## config.mk

```make
export PLATFORM = sky130hd
export DESIGN_NAME = pipeline_hazard_ctrl_flat
export DESIGN_NICKNAME = d
export VERILOG_FILES = /design/src/rtl/pipeline_hazard_ctrl_if.sv /design/src/rtl/pipeline_hazard_ctrl.sv /design/src/flat_wrapper.sv
export SDC_FILE = /design/constraint.sdc
export NUM_CORES = 1
export LEC_CHECK = 0
export CAP_MARGIN = 20
export CORE_ASPECT_RATIO = 0.9
export CORE_MARGIN = 10
export CORE_UTILIZATION = 38
export CTS_CLUSTER_SIZE = 16
export DETAILED_ROUTE_END_ITERATION = 8
export GPL_TIMING_DRIVEN = 0
export PLACE_DENSITY = 0.78
export SYNTH_ARGS = -nofsm -noshare
export SYNTH_HDL_FRONTEND = slang
export SYNTH_SLANG_ARGS = --single-unit
```

## constraint.sdc

```tcl
create_clock -name clk -period 2.2 [get_ports clk]
set_input_delay 0.55 -clock clk [delete_from_list [all_inputs] [get_ports clk]]
set_output_delay 0.55 -clock clk [all_outputs]
set_load 0.03 [all_outputs]
```

## src/rtl/pipeline_hazard_ctrl_if.sv

```systemverilog
// Signal bundle between the pipeline datapath and the hazard controller.
// Latency: n/a (wires only).
// Backpressure: n/a; the controller answers through the enables in the same cycle.
//
// master: datapath side. It drives the decode/execute observations and
//         receives the enables, state and counters.
// slave : hazard controller side.
interface pipeline_hazard_ctrl_if;
  logic [4:0]  id_rs1;
  logic [4:0]  id_rs2;
  logic        id_uses_rs1;
  logic        id_uses_rs2;
  logic        id_valid;
  logic [4:0]  ex_rd;
  logic [15:0] ex_flags;
  logic        ex_branch_taken;
  logic        if_wait;
  logic        pc_ena;
  logic        if_id_hold;
  logic        if_id_ena;
  logic        or_ena;
  logic [1:0]  state;
  logic [15:0] stall_cnt;
  logic [15:0] flush_cnt;

  modport master (
    output id_rs1, id_rs2, id_uses_rs1, id_uses_rs2, id_valid,
           ex_rd, ex_flags, ex_branch_taken, if_wait,
    input  pc_ena, if_id_hold, if_id_ena, or_ena, state, stall_cnt, flush_cnt
  );

  modport slave (
    input  id_rs1, id_rs2, id_uses_rs1, id_uses_rs2, id_valid,
           ex_rd, ex_flags, ex_branch_taken, if_wait,
    output pc_ena, if_id_hold, if_id_ena, or_ena, state, stall_cnt, flush_cnt
  );
endinterface

```

## src/rtl/pipeline_hazard_ctrl.sv

```systemverilog
// Load-use / taken-branch / fetch-wait hazard controller for PC, IF/ID and operand-read latch.
// Latency: enables are combinational from state and inputs (0 cycles); state and counters registered.
// Backpressure: stalls PC and holds IF/ID on load-use, kills the front end on branches, absorbs if_wait.
//
// Ports: clk, rst (synchronous, active high); hif (slave) carries IF/ID operand info,
// operand-read latch rd/flags, branch and fetch-wait inputs, and returns pc_ena,
// if_id_hold, if_id_ena, or_ena, debug state and saturating stall/flush counters.
module pipeline_hazard_ctrl #(
  parameter int LOAD_BUBBLES = 1,
  parameter int FLUSH_CYCLES = 1,
  parameter int FLAG_VALID   = 15,
  parameter int FLAG_LOAD    = 0
) (
  input  logic                  clk,
  input  logic                  rst,
  pipeline_hazard_ctrl_if.slave hif
);

  typedef enum logic [1:0] {
    RUN       = 2'd0,
    LOAD_WAIT = 2'd1,
    FLUSH     = 2'd2
  } state_t;

  // The entry cycle is already the first bubble/kill, so the counter holds
  // the number of cycles still to come.
  localparam logic [2:0] LOAD_INIT  = 3'(LOAD_BUBBLES - 1);
  localparam logic [2:0] FLUSH_INIT = 3'(FLUSH_CYCLES - 1);

  state_t      state_q, state_d;
  logic [2:0]  cnt_q, cnt_d;
  logic [15:0] stall_cnt_q, flush_cnt_q;

  logic ex_is_valid, branch_ev, load_haz, rs1_hit, rs2_hit;
  logic pc_ena_c, if_id_hold_c, if_id_ena_c, or_ena_c, flush_ev;

  assign ex_is_valid = hif.ex_flags[FLAG_VALID];
  assign branch_ev   = hif.ex_branch_taken & ex_is_valid;
  assign rs1_hit     = hif.id_uses_rs1 & (hif.id_rs1 == hif.ex_rd);
  assign rs2_hit     = hif.id_uses_rs2 & (hif.id_rs2 == hif.ex_rd);
  assign load_haz    = ex_is_valid & hif.ex_flags[FLAG_LOAD] & (hif.ex_rd != 5'd0)
                     & hif.id_valid & (rs1_hit | rs2_hit);

  always_comb begin
    state_d      = state_q;
    cnt_d        = cnt_q;
    pc_ena_c     = 1'b0;
    if_id_hold_c = 1'b0;
    if_id_ena_c  = 1'b0;
    or_ena_c     = 1'b0;
    flush_ev     = 1'b0;
    case (state_q)
      LOAD_WAIT: begin
        // Front end is frozen and EX holds a bubble: nothing else is looked at.
        if_id_hold_c = 1'b1;
        cnt_d        = cnt_q - 3'd1;
        if (cnt_q <= 3'd1) begin
          state_d = RUN;
          cnt_d   = 3'd0;
        end
      end
      FLUSH: begin
        pc_ena_c = ~hif.if_wait;
        cnt_d    = cnt_q - 3'd1;
        if (cnt_q <= 3'd1) begin
          state_d = RUN;
          cnt_d   = 3'd0;
        end
      end
      default: begin
        // RUN, and the unused encoding which recovers to RUN.
        state_d = RUN;
        if (branch_ev) begin
          pc_ena_c = 1'b1;
          flush_ev = 1'b1;
          if (FLUSH_CYCLES > 1) begin
            state_d = FLUSH;
            cnt_d   = FLUSH_INIT;
          end
        end else if (load_haz) begin
          if_id_hold_c = 1'b1;
          if (LOAD_BUBBLES > 1) begin
            state_d = LOAD_WAIT;
            cnt_d   = LOAD_INIT;
          end
        end else if (hif.if_wait) begin
          // Older instruction still advances into operand read.
          or_ena_c = 1'b1;
        end else begin
          pc_ena_c    = 1'b1;
          if_id_ena_c = 1'b1;
          or_ena_c    = 1'b1;
        end
      end
    endcase
    if (rst) begin
      pc_ena_c     = 1'b0;
      if_id_hold_c = 1'b0;
      if_id_ena_c  = 1'b0;
      or_ena_c     = 1'b0;
      flush_ev     = 1'b0;
    end
  end

  always_ff @(posedge clk) begin
    if (rst) begin
      state_q     <= RUN;
      cnt_q       <= 3'd0;
      stall_cnt_q <= 16'd0;
      flush_cnt_q <= 16'd0;
    end else begin
      state_q <= state_d;
      cnt_q   <= cnt_d;
      if (!pc_ena_c && stall_cnt_q != 16'hFFFF)
        stall_cnt_q <= stall_cnt_q + 16'd1;
      if (flush_ev && flush_cnt_q != 16'hFFFF)
        flush_cnt_q <= flush_cnt_q + 16'd1;
    end
  end

  assign hif.pc_ena     = pc_ena_c;
  assign hif.if_id_hold = if_id_hold_c;
  assign hif.if_id_ena  = if_id_ena_c;
  assign hif.or_ena     = or_ena_c;
  assign hif.state      = state_q;
  assign hif.stall_cnt  = stall_cnt_q;
  assign hif.flush_cnt  = flush_cnt_q;

endmodule

```

## src/flat_wrapper.sv

```systemverilog
// flat-port wrapper written by rule: the top's interface ports become plain ports
module pipeline_hazard_ctrl_flat 
#(
  parameter int LOAD_BUBBLES = 1,
  parameter int FLUSH_CYCLES = 1,
  parameter int FLAG_VALID   = 15,
  parameter int FLAG_LOAD    = 0
)
  (clk, rst, hif_id_rs1, hif_id_rs2, hif_id_uses_rs1, hif_id_uses_rs2, hif_id_valid, hif_ex_rd, hif_ex_flags, hif_ex_branch_taken, hif_if_wait, hif_pc_ena, hif_if_id_hold, hif_if_id_ena, hif_or_ena, hif_state, hif_stall_cnt, hif_flush_cnt);
  pipeline_hazard_ctrl_if hif_i ();
  input  logic clk;
  input  logic rst;
  input wire logic [$bits(hif_i.id_rs1)-1:0] hif_id_rs1;
  input wire logic [$bits(hif_i.id_rs2)-1:0] hif_id_rs2;
  input wire logic [$bits(hif_i.id_uses_rs1)-1:0] hif_id_uses_rs1;
  input wire logic [$bits(hif_i.id_uses_rs2)-1:0] hif_id_uses_rs2;
  input wire logic [$bits(hif_i.id_valid)-1:0] hif_id_valid;
  input wire logic [$bits(hif_i.ex_rd)-1:0] hif_ex_rd;
  input wire logic [$bits(hif_i.ex_flags)-1:0] hif_ex_flags;
  input wire logic [$bits(hif_i.ex_branch_taken)-1:0] hif_ex_branch_taken;
  input wire logic [$bits(hif_i.if_wait)-1:0] hif_if_wait;
  output wire logic [$bits(hif_i.pc_ena)-1:0] hif_pc_ena;
  output wire logic [$bits(hif_i.if_id_hold)-1:0] hif_if_id_hold;
  output wire logic [$bits(hif_i.if_id_ena)-1:0] hif_if_id_ena;
  output wire logic [$bits(hif_i.or_ena)-1:0] hif_or_ena;
  output wire logic [$bits(hif_i.state)-1:0] hif_state;
  output wire logic [$bits(hif_i.stall_cnt)-1:0] hif_stall_cnt;
  output wire logic [$bits(hif_i.flush_cnt)-1:0] hif_flush_cnt;
  assign hif_i.id_rs1 = hif_id_rs1;
  assign hif_i.id_rs2 = hif_id_rs2;
  assign hif_i.id_uses_rs1 = hif_id_uses_rs1;
  assign hif_i.id_uses_rs2 = hif_id_uses_rs2;
  assign hif_i.id_valid = hif_id_valid;
  assign hif_i.ex_rd = hif_ex_rd;
  assign hif_i.ex_flags = hif_ex_flags;
  assign hif_i.ex_branch_taken = hif_ex_branch_taken;
  assign hif_i.if_wait = hif_if_wait;
  assign hif_pc_ena = hif_i.pc_ena;
  assign hif_if_id_hold = hif_i.if_id_hold;
  assign hif_if_id_ena = hif_i.if_id_ena;
  assign hif_or_ena = hif_i.or_ena;
  assign hif_state = hif_i.state;
  assign hif_stall_cnt = hif_i.stall_cnt;
  assign hif_flush_cnt = hif_i.flush_cnt;
  pipeline_hazard_ctrl #(.LOAD_BUBBLES(LOAD_BUBBLES), .FLUSH_CYCLES(FLUSH_CYCLES), .FLAG_VALID(FLAG_VALID), .FLAG_LOAD(FLAG_LOAD)) u_core (.clk(clk), .rst(rst), .hif(hif_i));
endmodule
```

==> impl_metrics.py <==
metrics = {
    "clock_network": {
        "cts_root_buffer": "clkbuf_8",
        "cts_buffer_depth": 2,
        "clock-sinks": 32,
        "htreeDepth": 2,
        "cts_hold_buf": 0,
        "cts_tree": "yes",
        "clkTransAtPathRegs_ns": 0.06,
        "numCtsBuffers": 5,
        "clock_latency_ns": 0.28,
    },
    "grt": {
        "overflow": 0,
        "grt_pass1_vias": 1744,
        "antenna_found_initial": 0,
        "grt_pass1_wl_um": 8490,
        "grt_max_degree": 11,
        "track_usage_pct": 13.3,
    },
    "placement": {
        "post_dp_cell_area_um2": 2440,
        "place_congestion": 0.810,
        "dp_cells": 335,
        "place_hpwl_um": 3810,
        "preCtsSetupSlack_ns": -1.31,
        "port_buffers": 59,
    },
    "timing": {
        "fmax_mhz": 402,
        "fin_skew_ns": 0.00831,
        "period_share_pct": 113,
        "max-slew-margin-rel_pct": 62.1,
        "fin_setup_tns_ns": -1.55,
        "setup_violations": 16,
        "hold_ws_ns": 0.512,
        "fin_crit_ns": 2.49,
        "drv_slew": 0,
        "rsz0062_at_grt": "true",
        "worstMarginPinSlew_ns": 0.569,
        "hold_viol_final": 0,
        "finalWorstSetupSlack_ns": -0.287,
    },
    "detailed_routing": {
        "wl_met2_um": 2500,
        "wl_met3_um": 273,
        "wl_per_cell_um": 15.5,
        "drc_errors": 0,
        "first_iter_violations": 160,
        "met1_length_um": 2510,
        "routed_wl_um": 5370,
        "drt_pass1_iterations": 4,
        "topRoutingLayerUsed": "met4",
        "drt-vias-per-instance": 5.24,
        "antenna_left": 0,
        "vias": 1817,
    },
    "status": {
        "status": "finished with violations",
        "violations": "setup timing",
    },
    "floorplan": {
        "design.core.area_um2": 4430,
        "die_w_um": 91,
        "fp-row-count": 23,
        "start_util_pct": 38.9,
        "dieArea_um2": 7630,
        "ios": 76,
        "die_h_um": 83.9,
    },
    "finish": {
        "drive_above_1_share_pct": 21.4,
        "final_nets": 324,
        "layout_commonest_cell": "clkdlybuf4s50_1",
        "area_delta_synth_final_pct": 57.3,
        "diodes": 0,
        "final_cell_mix": "clkdlybuf4s50_1, dfxtp_1, nand2_1, nor2_1, or3_1",
        "final_util_pct": 61.2,
        "fin_area_um2": 2710,
        "instances_no_fill": 347,
    },
    "job": {
        "cap_violations": 0,
    },
    "yosys": {
        "netlist_area_um2": 1720,
        "avgSynthCellArea_um2": 8.09,
        "dominantRegCellSynth": "dfxtp_1",
        "ys_ff_latch": 32,
        "synth_edf_count": 0,
        "synthCells": 213,
        "ys_seq_area_share_pct": 37.2,
        "yosys_warnings": 0,
        "synthArstFlopShare_pct": 0,
        "synth.distinct_cells": 38,
    },
    "setup_path": {
        "start_kind": "primary input",
        "worstPathMaxFanout": 3,
        "crit_buf_inv": 3,
        "cp_cell_sequence": "buf_8 > or4_4 > o2111ai_2 > inv_2 > and2_4 > nor3b_2 > buf_4",
        "slowest_delay_ns": 0.53,
        "required_ns": 1.65,
        "cp.arrival_ns": 1.94,
        "path_delay_family": "simple AND/OR/NAND/NOR gates",
        "cp_slowest_cell": "or4_4",
        "critPathKind": "primary input to output pin",
        "crit_path_end_kind": "output pin",
    },
    "pwr": {
        "share_comb_of_total_power_pct": 14.4,
        "leakagePower_nw": 0.963,
        "fin_total_pwr_mw": 1.41,
        "vdd_drop_max_uv": 310,
        "swShare_pct": 23.3,
        "p_switching_mw": 0.330,
        "seqPwrFrac_pct": 41.9,
        "internal_power_mw": 1.08,
        "p_clk_share_pct": 43.7,
        "pwr_density_cell_nw_per_um2": 521,
    },
    "min_path": {
        "hp-class": "register to register",
    },
}
[timing repair]
item / in CTS / in global routing
resized for setup: 69 / 23
setup buffers: 6 / 0
pin swaps: 31 / 12
endpoints found under the setup margin: 19 / 21
[worst min-delay path: stages, from the launching register on]
cell and delay [ns]:
dfxtp_1 0.33, o21ai_0 0.08, a21oi_1 0.06
[flip-flops by register name, summed over array words and instances (netlist names)]
name and flops:
u_core.hif.flush_cnt 16, u_core.hif.stall_cnt 16
[power by group through the flow]
| stage | logic, mW | registers (mW) | clock network [mW] |
|---|---|---|---|
| floorplan | 0.0902 | 0.615 | 0 |
| global placement | 0.182 | 0.605 | 0 |
| detailed placement | 0.185 | 0.605 | 0 |
| CTS | 0.194 | 0.592 | 0.623 |
| global route | 0.217 | 0.593 | 0.650 |
| finish | 0.203 | 0.593 | 0.618 |
[final cells by class]
class	count	area, um2
inverters	3	11.3
clock buffers	7	96.3
flip-flops and latches	32	641
repair buffers	65	643
plain buffers	9	63.8
well taps	62	77.6
multi-input cells	168	1150
fillers	405	1720
clock inverters	1	30.0
[routing by layer]
| layer | vias to the layer above | track usage [%] |
|---|---|---|
| met2 | 54 | 21.7 |
| li1 | 896 | - |
| met1 | 859 | 16.4 |
| met5 | - | 0 |
| met3 | 8 | 3.60 |
| met4 | 0 | 4.84 |
[cell usage after synthesis (2+ instances only)]
cell      number  area [um2]
a21oi_1       18        90.1
and2_1         4        25.0
and3_1         4        25.0
and4_1         4        35.0
buf_4          2        15.0
buf_6          2        22.5
clkbuf_1       5        18.8
dfxtp_1       32         641
ha_1           2        25.0
inv_1          3        11.3
mux2i_1        2        20.0
nand2_1       19        71.3
nand3_1       10        50.1
nand4_1        9        56.3
nor2_1        21        78.8
nor3_1         4        20.0
nor4_1         2        12.5
o21ai_0        5        25.0
o21ai_1       12        60.1
o31ai_1        2        15.0
or3_1         15        93.8
or4_1          2        15.0
xnor2_1       11        96.3
xor2_1         9        78.8
[worst paths after layout]
check / slack (ns) / endpoint / start / depth (start not counted)
setup / recovery: -0.29 / hif_if_id_hold / hif_ex_rd[4] / 7
hold / removal: 0.51 / u_core.hif.flush_cnt[4] / u_core.hif.flush_cnt[4] / 2
setup reg to reg: 0.09 / u_core.hif.stall_cnt[11] / u_core.hif.stall_cnt[2] / 8
hold reg to reg: 0.51 / u_core.hif.flush_cnt[4] / u_core.hif.flush_cnt[4] / 2
[logic make-up (layout without fill, tap and decap cells)]
logic type                 after synthesis  after routing  synth area share (%)
AOI/OAI and AO/OA                       42             42                  14.6
xor gates and xnor gates                20             20                  10.2
adders and majority gates                2              2                  1.45
buffers and inverters                   14             85                  4.43
DFF                                     32             32                  37.2
muxes                                    3              3                  2.03
other                                    1              2                 0.217
and+or+nand+nor                         99             99                  30.0
Note: power is estimated with default switching activity, not from simulation.
